File: src/rtl/multi_clken_gen_pkg.sv
// Shared definitions for the multi-channel NCO clock-enable generator:
// width helpers and standard increments for a 50 MHz master clock.
package multi_clken_gen_pkg;

    // Ceiling log2, usable in constant expressions for port and counter widths.
    function automatic int clog2(input int value);
        int result;
        result = 0;
        while ((1 << result) < value) begin
            result = result + 1;
        end
        return result;
    endfunction

    // Lock counter must be able to hold the value LOCK_CNT itself.
    function automatic int lock_width(input int lock_cnt);
        return clog2(lock_cnt + 1);
    endfunction

    // Increments for a 50 MHz master clock with a 24-bit accumulator.
    localparam logic [23:0] INC_50M_TO_28M636 = 24'd9608667;
    localparam logic [23:0] INC_50M_TO_32M    = 24'd10737418;
    localparam logic [23:0] INC_50M_TO_24M    = 24'd8053064;

endpackage

File: src/rtl/multi_clken_gen_nco.sv
// One phase-accumulator channel: increment register, accumulator, registered
// carry as the enable pulse, and a saturating lock counter driving lock.
module nco_clken_ch
    import multi_clken_gen_pkg::*;
#(
    parameter int                 ACC_W     = 24,
    parameter int                 LOCK_CNT  = 16,
    parameter logic [ACC_W-1:0]   INC_RESET = '0
) (
    input  logic             clk,
    input  logic             reset,
    input  logic             hold,
    input  logic             we,
    input  logic [ACC_W-1:0] winc,
    output logic             clken,
    output logic             lock
);

    localparam int LOCK_W = lock_width(LOCK_CNT);

    logic [ACC_W-1:0]  inc;
    logic [ACC_W-1:0]  acc;
    logic [LOCK_W-1:0] lock_cnt;
    logic [ACC_W:0]    sum;

    // One extra bit on the sum exposes the wrap of the accumulator as the carry.
    always_comb begin
        sum = {1'b0, acc} + {1'b0, inc};
    end

    // Priority: reset, own write, cascade hold, idle on zero increment, accumulate.
    always_ff @(posedge clk) begin
        if (reset) begin
            inc      <= INC_RESET;
            acc      <= '0;
            lock_cnt <= '0;
            clken    <= 1'b0;
            lock     <= 1'b0;
        end else if (we) begin
            inc      <= winc;
            acc      <= '0;
            lock_cnt <= '0;
            clken    <= 1'b0;
            lock     <= 1'b0;
        end else if (hold) begin
            acc      <= '0;
            lock_cnt <= '0;
            clken    <= 1'b0;
            lock     <= 1'b0;
        end else if (inc != '0) begin
            acc   <= sum[ACC_W-1:0];
            clken <= sum[ACC_W];
            if (clken && (lock_cnt != LOCK_W'(LOCK_CNT))) begin
                lock_cnt <= lock_cnt + LOCK_W'(1);
                if (lock_cnt == LOCK_W'(LOCK_CNT - 1)) begin
                    lock <= 1'b1;
                end
            end
        end else begin
            clken <= 1'b0;
        end
    end

endmodule

File: src/rtl/multi_clken_gen.sv
// Multi-channel clock-enable generator: NUM_CH NCO channels on one master
// clock, runtime-writable increments, per-channel and combined lock, and an
// optional cascade that holds channels 1..N-1 until channel 0 has locked.
module multi_clken_gen
    import multi_clken_gen_pkg::*;
#(
    parameter int                        NUM_CH   = 4,
    parameter int                        ACC_W    = 24,
    parameter int                        LOCK_CNT = 16,
    parameter logic [NUM_CH*ACC_W-1:0]   INC_INIT = '0,
    parameter int                        CASCADE  = 1,
    parameter int                        WSEL_W   = (NUM_CH > 1) ? clog2(NUM_CH) : 1
) (
    input  logic              I_CLK,
    input  logic              I_RESET,
    input  logic              I_WE,
    input  logic [WSEL_W-1:0] I_WSEL,
    input  logic [ACC_W-1:0]  I_WINC,
    output logic [NUM_CH-1:0] O_CLKEN,
    output logic [NUM_CH-1:0] O_LOCK,
    output logic              O_ALL_LOCK
);

    logic [NUM_CH-1:0] ch_we;
    logic [NUM_CH-1:0] ch_hold;

    // Out-of-range selects match no channel, so such writes change nothing.
    always_comb begin
        for (int k = 0; k < NUM_CH; k++) begin
            ch_we[k] = I_WE && (I_WSEL == WSEL_W'(k));
        end
    end

    generate
        for (genvar k = 0; k < NUM_CH; k++) begin : g_ch
            // Downstream channels are held while channel 0 is unlocked or being rewritten.
            if ((CASCADE != 0) && (k >= 1)) begin : g_hold
                assign ch_hold[k] = !O_LOCK[0] || ch_we[0];
            end else begin : g_free
                assign ch_hold[k] = 1'b0;
            end

            nco_clken_ch #(
                .ACC_W     (ACC_W),
                .LOCK_CNT  (LOCK_CNT),
                .INC_RESET (INC_INIT[k*ACC_W +: ACC_W])
            ) u_ch (
                .clk   (I_CLK),
                .reset (I_RESET),
                .hold  (ch_hold[k]),
                .we    (ch_we[k]),
                .winc  (I_WINC),
                .clken (O_CLKEN[k]),
                .lock  (O_LOCK[k])
            );
        end
    endgenerate

    // Combined lock follows the last channel lock by one cycle.
    always_ff @(posedge I_CLK) begin
        if (I_RESET) begin
            O_ALL_LOCK <= 1'b0;
        end else begin
            O_ALL_LOCK <= &O_LOCK;
        end
    end

endmodule
File: config.mk
export PLATFORM = sky130hd
export DESIGN_NAME = multi_clken_gen
export DESIGN_NICKNAME = d
export VERILOG_FILES = /design/src/rtl/multi_clken_gen_pkg.sv /design/src/rtl/multi_clken_gen_nco.sv /design/src/rtl/multi_clken_gen.sv
export SDC_FILE = /design/constraint.sdc
export NUM_CORES = 1
export LEC_CHECK = 0
export ABC_AREA = 0
export CAP_MARGIN = 20
export CORE_ASPECT_RATIO = 1.2
export CORE_UTILIZATION = 48
export CTS_CLUSTER_DIAMETER = 50
export DETAILED_ROUTE_END_ITERATION = 16
export GPL_TIMING_DRIVEN = 0
export PLACE_DENSITY = 0.65
export SLEW_MARGIN = 20
export SYNTH_ARGS = -nofsm -noshare
export SYNTH_HDL_FRONTEND = slang
export SYNTH_SLANG_ARGS = --single-unit
File: constraint.sdc
create_clock -name I_CLK -period 3.7 [get_ports I_CLK]
set_input_delay 1.11 -clock I_CLK [delete_from_list [all_inputs] [get_ports I_CLK]]
set_output_delay 1.11 -clock I_CLK [all_outputs]
set_load 0.02 [all_outputs]
==> flow_summary.toml, run 1 <==
[logic_synthesis]
yosysTopAreaCell = "dfxtp_1"
syn_avg_cell_area_sq_um = 8.022
ys_ff_latch = 221
syn_nets = 1678
syn_inst = 1537
synthesis.area_sq_um = 12330
ys.flop_type = "dfxtp_1"
synth-edff-count = 0
yosysWarnings = 0
async_flop_share_pct = 0
synth_top_area_share_pct = 35.88
synthDistinctLibCells = 69
ys_seq_area_share_pct = 35.88
ys_top_cells_by_area = "dfxtp_1, ha_1, a21oi_1, nand2_1, nor2_1"

[power]
p_per_area_nw_per_um2 = 411.9
p_leak_uw = 0.005936
irDropWorstVdd_v = 0.0003466

[sta]
finalCritPeriodShare_pct = 95.73
holdWs_ps = 445.7
fmax_ghz = 0.2823
slew_headroom_pct = 49.52
setup_viol = 0
worst_pin_slew_ps = 753.1
hold_violations = 0
drv_slew = 0
skew_ps = 10.92
rsz0062_at_grt = "no"
timing.final.crit_period_ps = 3542

[routing]
drc = 0
via_per_inst = 5.610
wl_per_cell_microns = 16.19
num_vias = 10934
first_pass_iters = 5
initialDrtViolationCount = 502
antenna_left = 0
routed_wl_microns = 31560

[run]
max_cap_viol_count = 0

[critical_path]
critPathLaunchType = "primary input"
required_ps = 4180
worstSetupPathType = "in -> reg"
cp.arrival_ps = 4020
r2r_slack_ps = 640
crit_path_max_fanout = 9
end_kind = "register"

[clock_network]
cts.hold.buffers_added = 0
cts_setup_buffers = 0
cts_buffers = 28
clk_pin_slew_ps = 60
cts_root_buf = "clkbuf_16"
cts_buffer_depth = 3
cts.sinks = 221
cts_tree = "built"
cts-resized-gates = 0
htree_num_levels = 1
clk_latency_ps = 540

[final_layout]
syn_to_final_growth_pct = 13.92
fin_nets = 1743
fillers = 2327
drive_above_1_share_pct = 4.254
mostFrequentLayoutCell = "nand2_1"
layout_common_cells = "nand2_1, dfxtp_1, a21oi_1"
final_cells = 1949

[die]
num_rows = 63
die_h_microns = 177.6
initial_utilization_pct = 49.34
num_io_pins = 38
core_area_sq_um = 24990
dieArea_sq_um = 26330
die_x_microns = 148.3

[worst_hold_path]
hp-class = "reg -> reg"

[global_routing]
grt_use_total_pct = 24.29
grt_first_pass_wirelength_microns = 51390
gr-total-overflow = 0
antenna_found_initial = 2
grt_pass1_vias = 10373
grt_max_degree = 14

[place]
place_hpwl_microns = 23400
gp_congestion = 0.8521
port_buffers = 35
placed_cells = 1897

[status]
status = "completed"
==> synthesized netlist by cell type, types with 6 or more instances <==
library cell / instances
nand2_1: 258
dfxtp_1: 221
a21oi_1: 211
nor2_1: 165
ha_1: 108
clkbuf_1: 55
inv_1: 40
xnor2_1: 39
xor2_1: 39
a21o_1: 38
o21ai_0: 33
mux2i_1: 31
nor3_1: 27
nor4_1: 25
nand3_1: 23
nand4_1: 17
and3_1: 16
o21bai_1: 16
a211oi_1: 14
o21a_1: 12
nand2b_1: 11
o21ai_1: 11
a22o_1: 9
a31oi_1: 9
buf_4: 8
o211ai_1: 8
nor2b_1: 7
or3_1: 6
==> path summary, 6_finish.rpt <==
check | start | end | depth (start not counted)
worst min register to register | g_ch[1].u_ch.acc[12]$_SDFFE_PP0P_ | g_ch[1].u_ch.acc[12]$_SDFFE_PP0P_ | 2
worst max register to register | g_ch[2].u_ch.inc[0]$_SDFFE_PP0P_ | g_ch[2].u_ch.acc[16]$_SDFFE_PP0P_ | 11
worst max-delay path | I_WE | g_ch[1].u_ch.acc[12]$_SDFFE_PP0P_ | 8
worst min-delay path | g_ch[1].u_ch.acc[12]$_SDFFE_PP0P_ | g_ch[1].u_ch.acc[12]$_SDFFE_PP0P_ | 2
==> final cells by class <==
class                           count  area [sq um]  share of cell area, %
Antenna cell                        2         5.005                0.03563
Buffer                             66         277.8                  1.978
Clock buffer                       39         823.3                  5.861
Clock inverter                     11         121.4                 0.8641
Inverter                           41         153.9                  1.096
Multi-Input combinational cell   1209          7483                  53.28
Sequential cell                   221          4424                  31.50
Tap cell                          325         406.6                  2.895
Timing Repair Buffer               35         350.3                  2.494
==> worst max-delay path, cell delays in order <==
cell and delay [ps]:
clkdlybuf4s50_1 520, nor3b_2 260, nor2_1 460, nand3_1 480
nor2_1 730, nand2_1 100, mux2_1 300, nand2_1 50
==> per-layer routing <==
metal / track usage (%) / vias up / part of all wire, %
met5: 0 / - / 0
met1: 30.65 / 5138 / 45
li1: - / 5555 / -
met3: 3.522 / 40 / 4.5
met2: 42.61 / 201 / 48
met4: 7.088 / 0 / 2.3
==> power by group <==
group / switching [uW] / leakage (uW) / internal, uW / total [uW]
combinational: 366 / 0.00369 / 191 / 557
sequential: 47.0 / 0.00179 / 2430 / 2480
clock: 1060 / 0.000463 / 1690 / 2750
==> logic make-up after synthesis <==
logic type,count (synthesis),synth area share [%]
simple gates,578,20.49
buf+inv,107,3.501
flops,221,35.88
fa+ha+maj,112,11.61
xor+xnor,78,5.541
compound gates,409,20.37
mux,32,2.608
==> metrics by stage <==
step	power (uW)	utilization [%]	setup WS (ps)	TNS [ps]	cell area, sq um
finish	5786	56.21	158.1	0	14050
global route	6007	56.21	91.34	0	14050
CTS	5834	56.17	191.8	0	14040
detailed placement	3079	52.39	-350.1	-15610	13090
global placement	3072	52.37	-591.3	-15450	13090
floorplan	2887	-	914.9	0	12330
==> registers in the layout, indices dropped and copies added (netlist names) <==
name / count
O_ALL_LOCK: 1
g_ch.u_ch.acc: 96
g_ch.u_ch.clken: 4
g_ch.u_ch.inc: 96
g_ch.u_ch.lock: 4
g_ch.u_ch.lock_cnt: 20
Power figures use the tool's default switching activity.
==> run 2: changes to the inputs <==
--- a/config.mk
+++ b/config.mk
@@ -6,7 +6,7 @@
 export NUM_CORES = 1
 export LEC_CHECK = 0
 export ABC_AREA = 0
-export CAP_MARGIN = 20
+export CAP_MARGIN = 15
 export CORE_ASPECT_RATIO = 1.2
 export CORE_UTILIZATION = 48
 export CTS_CLUSTER_DIAMETER = 50
@@ -16,4 +16,5 @@
 export SLEW_MARGIN = 20
 export SYNTH_ARGS = -nofsm -noshare
 export SYNTH_HDL_FRONTEND = slang
+export SYNTH_HIERARCHICAL = 1
 export SYNTH_SLANG_ARGS = --single-unit
==> flow_summary.toml, run 2 <==
[final_layout]
syn_to_final_growth_pct = 13.62
final_util_pct = 56.04
largest_registers = "g_ch.u_ch/acc (96), g_ch.u_ch/inc (96), g_ch.u_ch/lock_cnt (20)"
mostFrequentLayoutCell = "dfxtp_1"
antennaDiodeCount = 0
layout_common_cells = "dfxtp_1, nor2_1, a21oi_1"
drive_above_1_share_pct = 7.620
fin_nets = 1720

[power]
irDropWorstVdd_v = 0.0003316
seq_power_share_pct = 42.2
power_frac_comb_pct = 9.5
p_per_area_nw_per_um2 = 393.6
clkPwrFrac_pct = 48.3
swShare_pct = 26.31
internal_power_uw = 4310
switchingPower_uw = 1538
p_leak_uw = 0.006205

[clock_network]
cts_tree = "built"
cts.sinks = 221
clk_latency_ps = 550
cts-resized-gates = 0
cts.hold.buffers_added = 0
htree_num_levels = 1
cts_setup_buffers = 0
cts_buffer_depth = 3
clk_pin_slew_ps = 50
cts_root_buf = "clkbuf_16"
cts_buffers = 30

[critical_path]
required_ps = 4180
crit_path_max_fanout = 9
path_cells = "clkdlybuf4s50_1 > and3_2 > clkbuf_1 > or3_1 > clkbuf_8 > a21oi_2 > nand2_1 > or4_1 > nand3_1"
worstSetupPathType = "in -> reg"
critPathLaunchType = "primary input"
crit_family = "simple AND/OR/NAND/NOR gates"
slowest_stage = "clkdlybuf4s50_1"
cp.arrival_ps = 3780
cp_num_buf_inv = 3
end_kind = "register"
max_stage_delay_ps = 540

[routing]
routed_wl_microns = 34500
wl_per_cell_microns = 17.82
num_vias = 11261
initialDrtViolationCount = 464
antenna_left = 0
via_per_inst = 5.817
drc = 0
first_pass_iters = 7

[sta]
skew_ps = 13.17
drv_slew = 0
rsz0062_at_grt = "no"
hold_violations = 0
setup_viol = 0
fmax_ghz = 0.3037
finalCritPeriodShare_pct = 88.99
holdWs_ps = 459.5
slew_headroom_pct = 41.54
worst_pin_slew_ps = 871.7
timing.final.crit_period_ps = 3293

[global_routing]
grt_first_pass_wirelength_microns = 55610
grt_pass1_vias = 10704
grt_max_degree = 15
antenna_found_initial = 0
grt_use_total_pct = 24.61
gr-total-overflow = 0

[logic_synthesis]
ys_ff_latch = 221
ys.flop_type = "dfxtp_1"
synth_top_area_share_pct = 33.83
syn_avg_cell_area_sq_um = 8.666
synth-edff-count = 0
ys_top_cells_by_area = "dfxtp_1, ha_1, mux2i_1, nor2_1, a21oi_1"
synth_common_cells = "dfxtp_1, nor2_1, a21oi_1"
ys_seq_area_share_pct = 33.83
async_flop_share_pct = 0
synthDistinctLibCells = 83
synthesis.area_sq_um = 13080
yosysTopAreaCell = "dfxtp_1"
syn_inst = 1509
synth.most_common_cell = "dfxtp_1"
yosysWarnings = 6

[die]
die_x_microns = 152.7
num_rows = 65
initial_utilization_pct = 49.32
core_area_sq_um = 26510
die_h_microns = 182.8
dieArea_sq_um = 27910
num_io_pins = 38

[place]
port_buffers = 37
place_hpwl_microns = 25590
gp_congestion = 0.8997

[worst_hold_path]
hp-class = "reg -> reg"

[run]
max_cap_viol_count = 0

[status]
status = "completed"
## run 2: metrics by stage
step                      cell area (sq um)  setup TNS [ps]  setup WS (ps)  power [uW]  cells
final                                 14860               0          407.3        5848   1936
after global routing                  14860               0          329.8        6081   1936
after CTS                             14850               0          438.1        5920   1936
after detailed placement              13870          -411.8         -129.9        3072   1882
after global placement                13870          -381.9         -106.2        3068   1882
after floorplan                       13080               0          830.1        2879   1510
## run 2: power groups by stage
| stage | sequential [uW] | combinational, uW | clock (uW) |
|---|---|---|---|
| 5_1_grt | 2470 | 610 | 3000 |
| 3_3_place_gp | 2520 | 551 | 0 |
| 6_report | 2470 | 558 | 2820 |
| 4_1_cts | 2470 | 558 | 2900 |
| 3_5_place_dp | 2520 | 554 | 0 |
| 2_1_floorplan | 2500 | 380 | 0 |
## run 2: cells by family after synthesis
| family | count (synthesis) | share of synthesized area (%) |
|---|---|---|
| buffers and inverters | 90 | 3.368 |
| AO/OA/AOI/OAI | 385 | 19.32 |
| XOR/XNOR | 73 | 4.889 |
| other | 1 | 0.02868 |
| multiplexers | 119 | 9.109 |
| flip-flops | 221 | 33.83 |
| AND/OR/NAND/NOR | 508 | 18.51 |
| adder cells (fa/ha/maj) | 112 | 10.95 |
## run 2: layout make-up
class | count | area [sq um]
Multi-Input combinational cell | 1199 | 8220
Timing Repair Buffer | 37 | 370.4
Inverter | 31 | 116.4
Clock buffer | 38 | 832.0
Fill cell | 2454 | 11660
Clock inverter | 16 | 150.1
Sequential cell | 221 | 4424
Tap cell | 335 | 419.2
Buffer | 59 | 324.1
## run 2: final timing paths
check                                                 startpoint                                end  slack, ps  cells past startpoint
worst max-delay path                                        I_WE  g_ch[3].u_ch/acc[21]$_SDFFE_PP0N_        410                      9
worst min-delay path            g_ch[3].u_ch/acc[9]$_SDFFE_PP0N_   g_ch[3].u_ch/acc[9]$_SDFFE_PP0N_        460                      2
worst max register to register  g_ch[2].u_ch/inc[0]$_SDFFE_PP0P_  g_ch[2].u_ch/acc[22]$_SDFFE_PP0N_        590                     10
worst min register to register  g_ch[3].u_ch/acc[9]$_SDFFE_PP0N_   g_ch[3].u_ch/acc[9]$_SDFFE_PP0N_        460                      2
## run 2: metal layers
metal	vias up	GRT usage, %	part of all wire [%]
met1	5358	30.84	45
met5	-	0	0
met4	0	5.778	1.6
met2	203	44.81	49
met3	43	2.977	3.9
li1	5657	-	-
## run 2: worst min-delay path: stages, from the launching register on
cell and delay, ps:
dfxtp_1 320, nand2_1 50, o21ai_0 60
==> run 3: changes to the inputs <==
--- a/config.mk
+++ b/config.mk
@@ -18,3 +18,4 @@
 export SYNTH_HDL_FRONTEND = slang
 export SYNTH_HIERARCHICAL = 1
 export SYNTH_SLANG_ARGS = --single-unit
+export TNS_END_PERCENT = 50
==> results of run 3 <==
The final DEF is identical to that of run 2; final timing and power are the same.
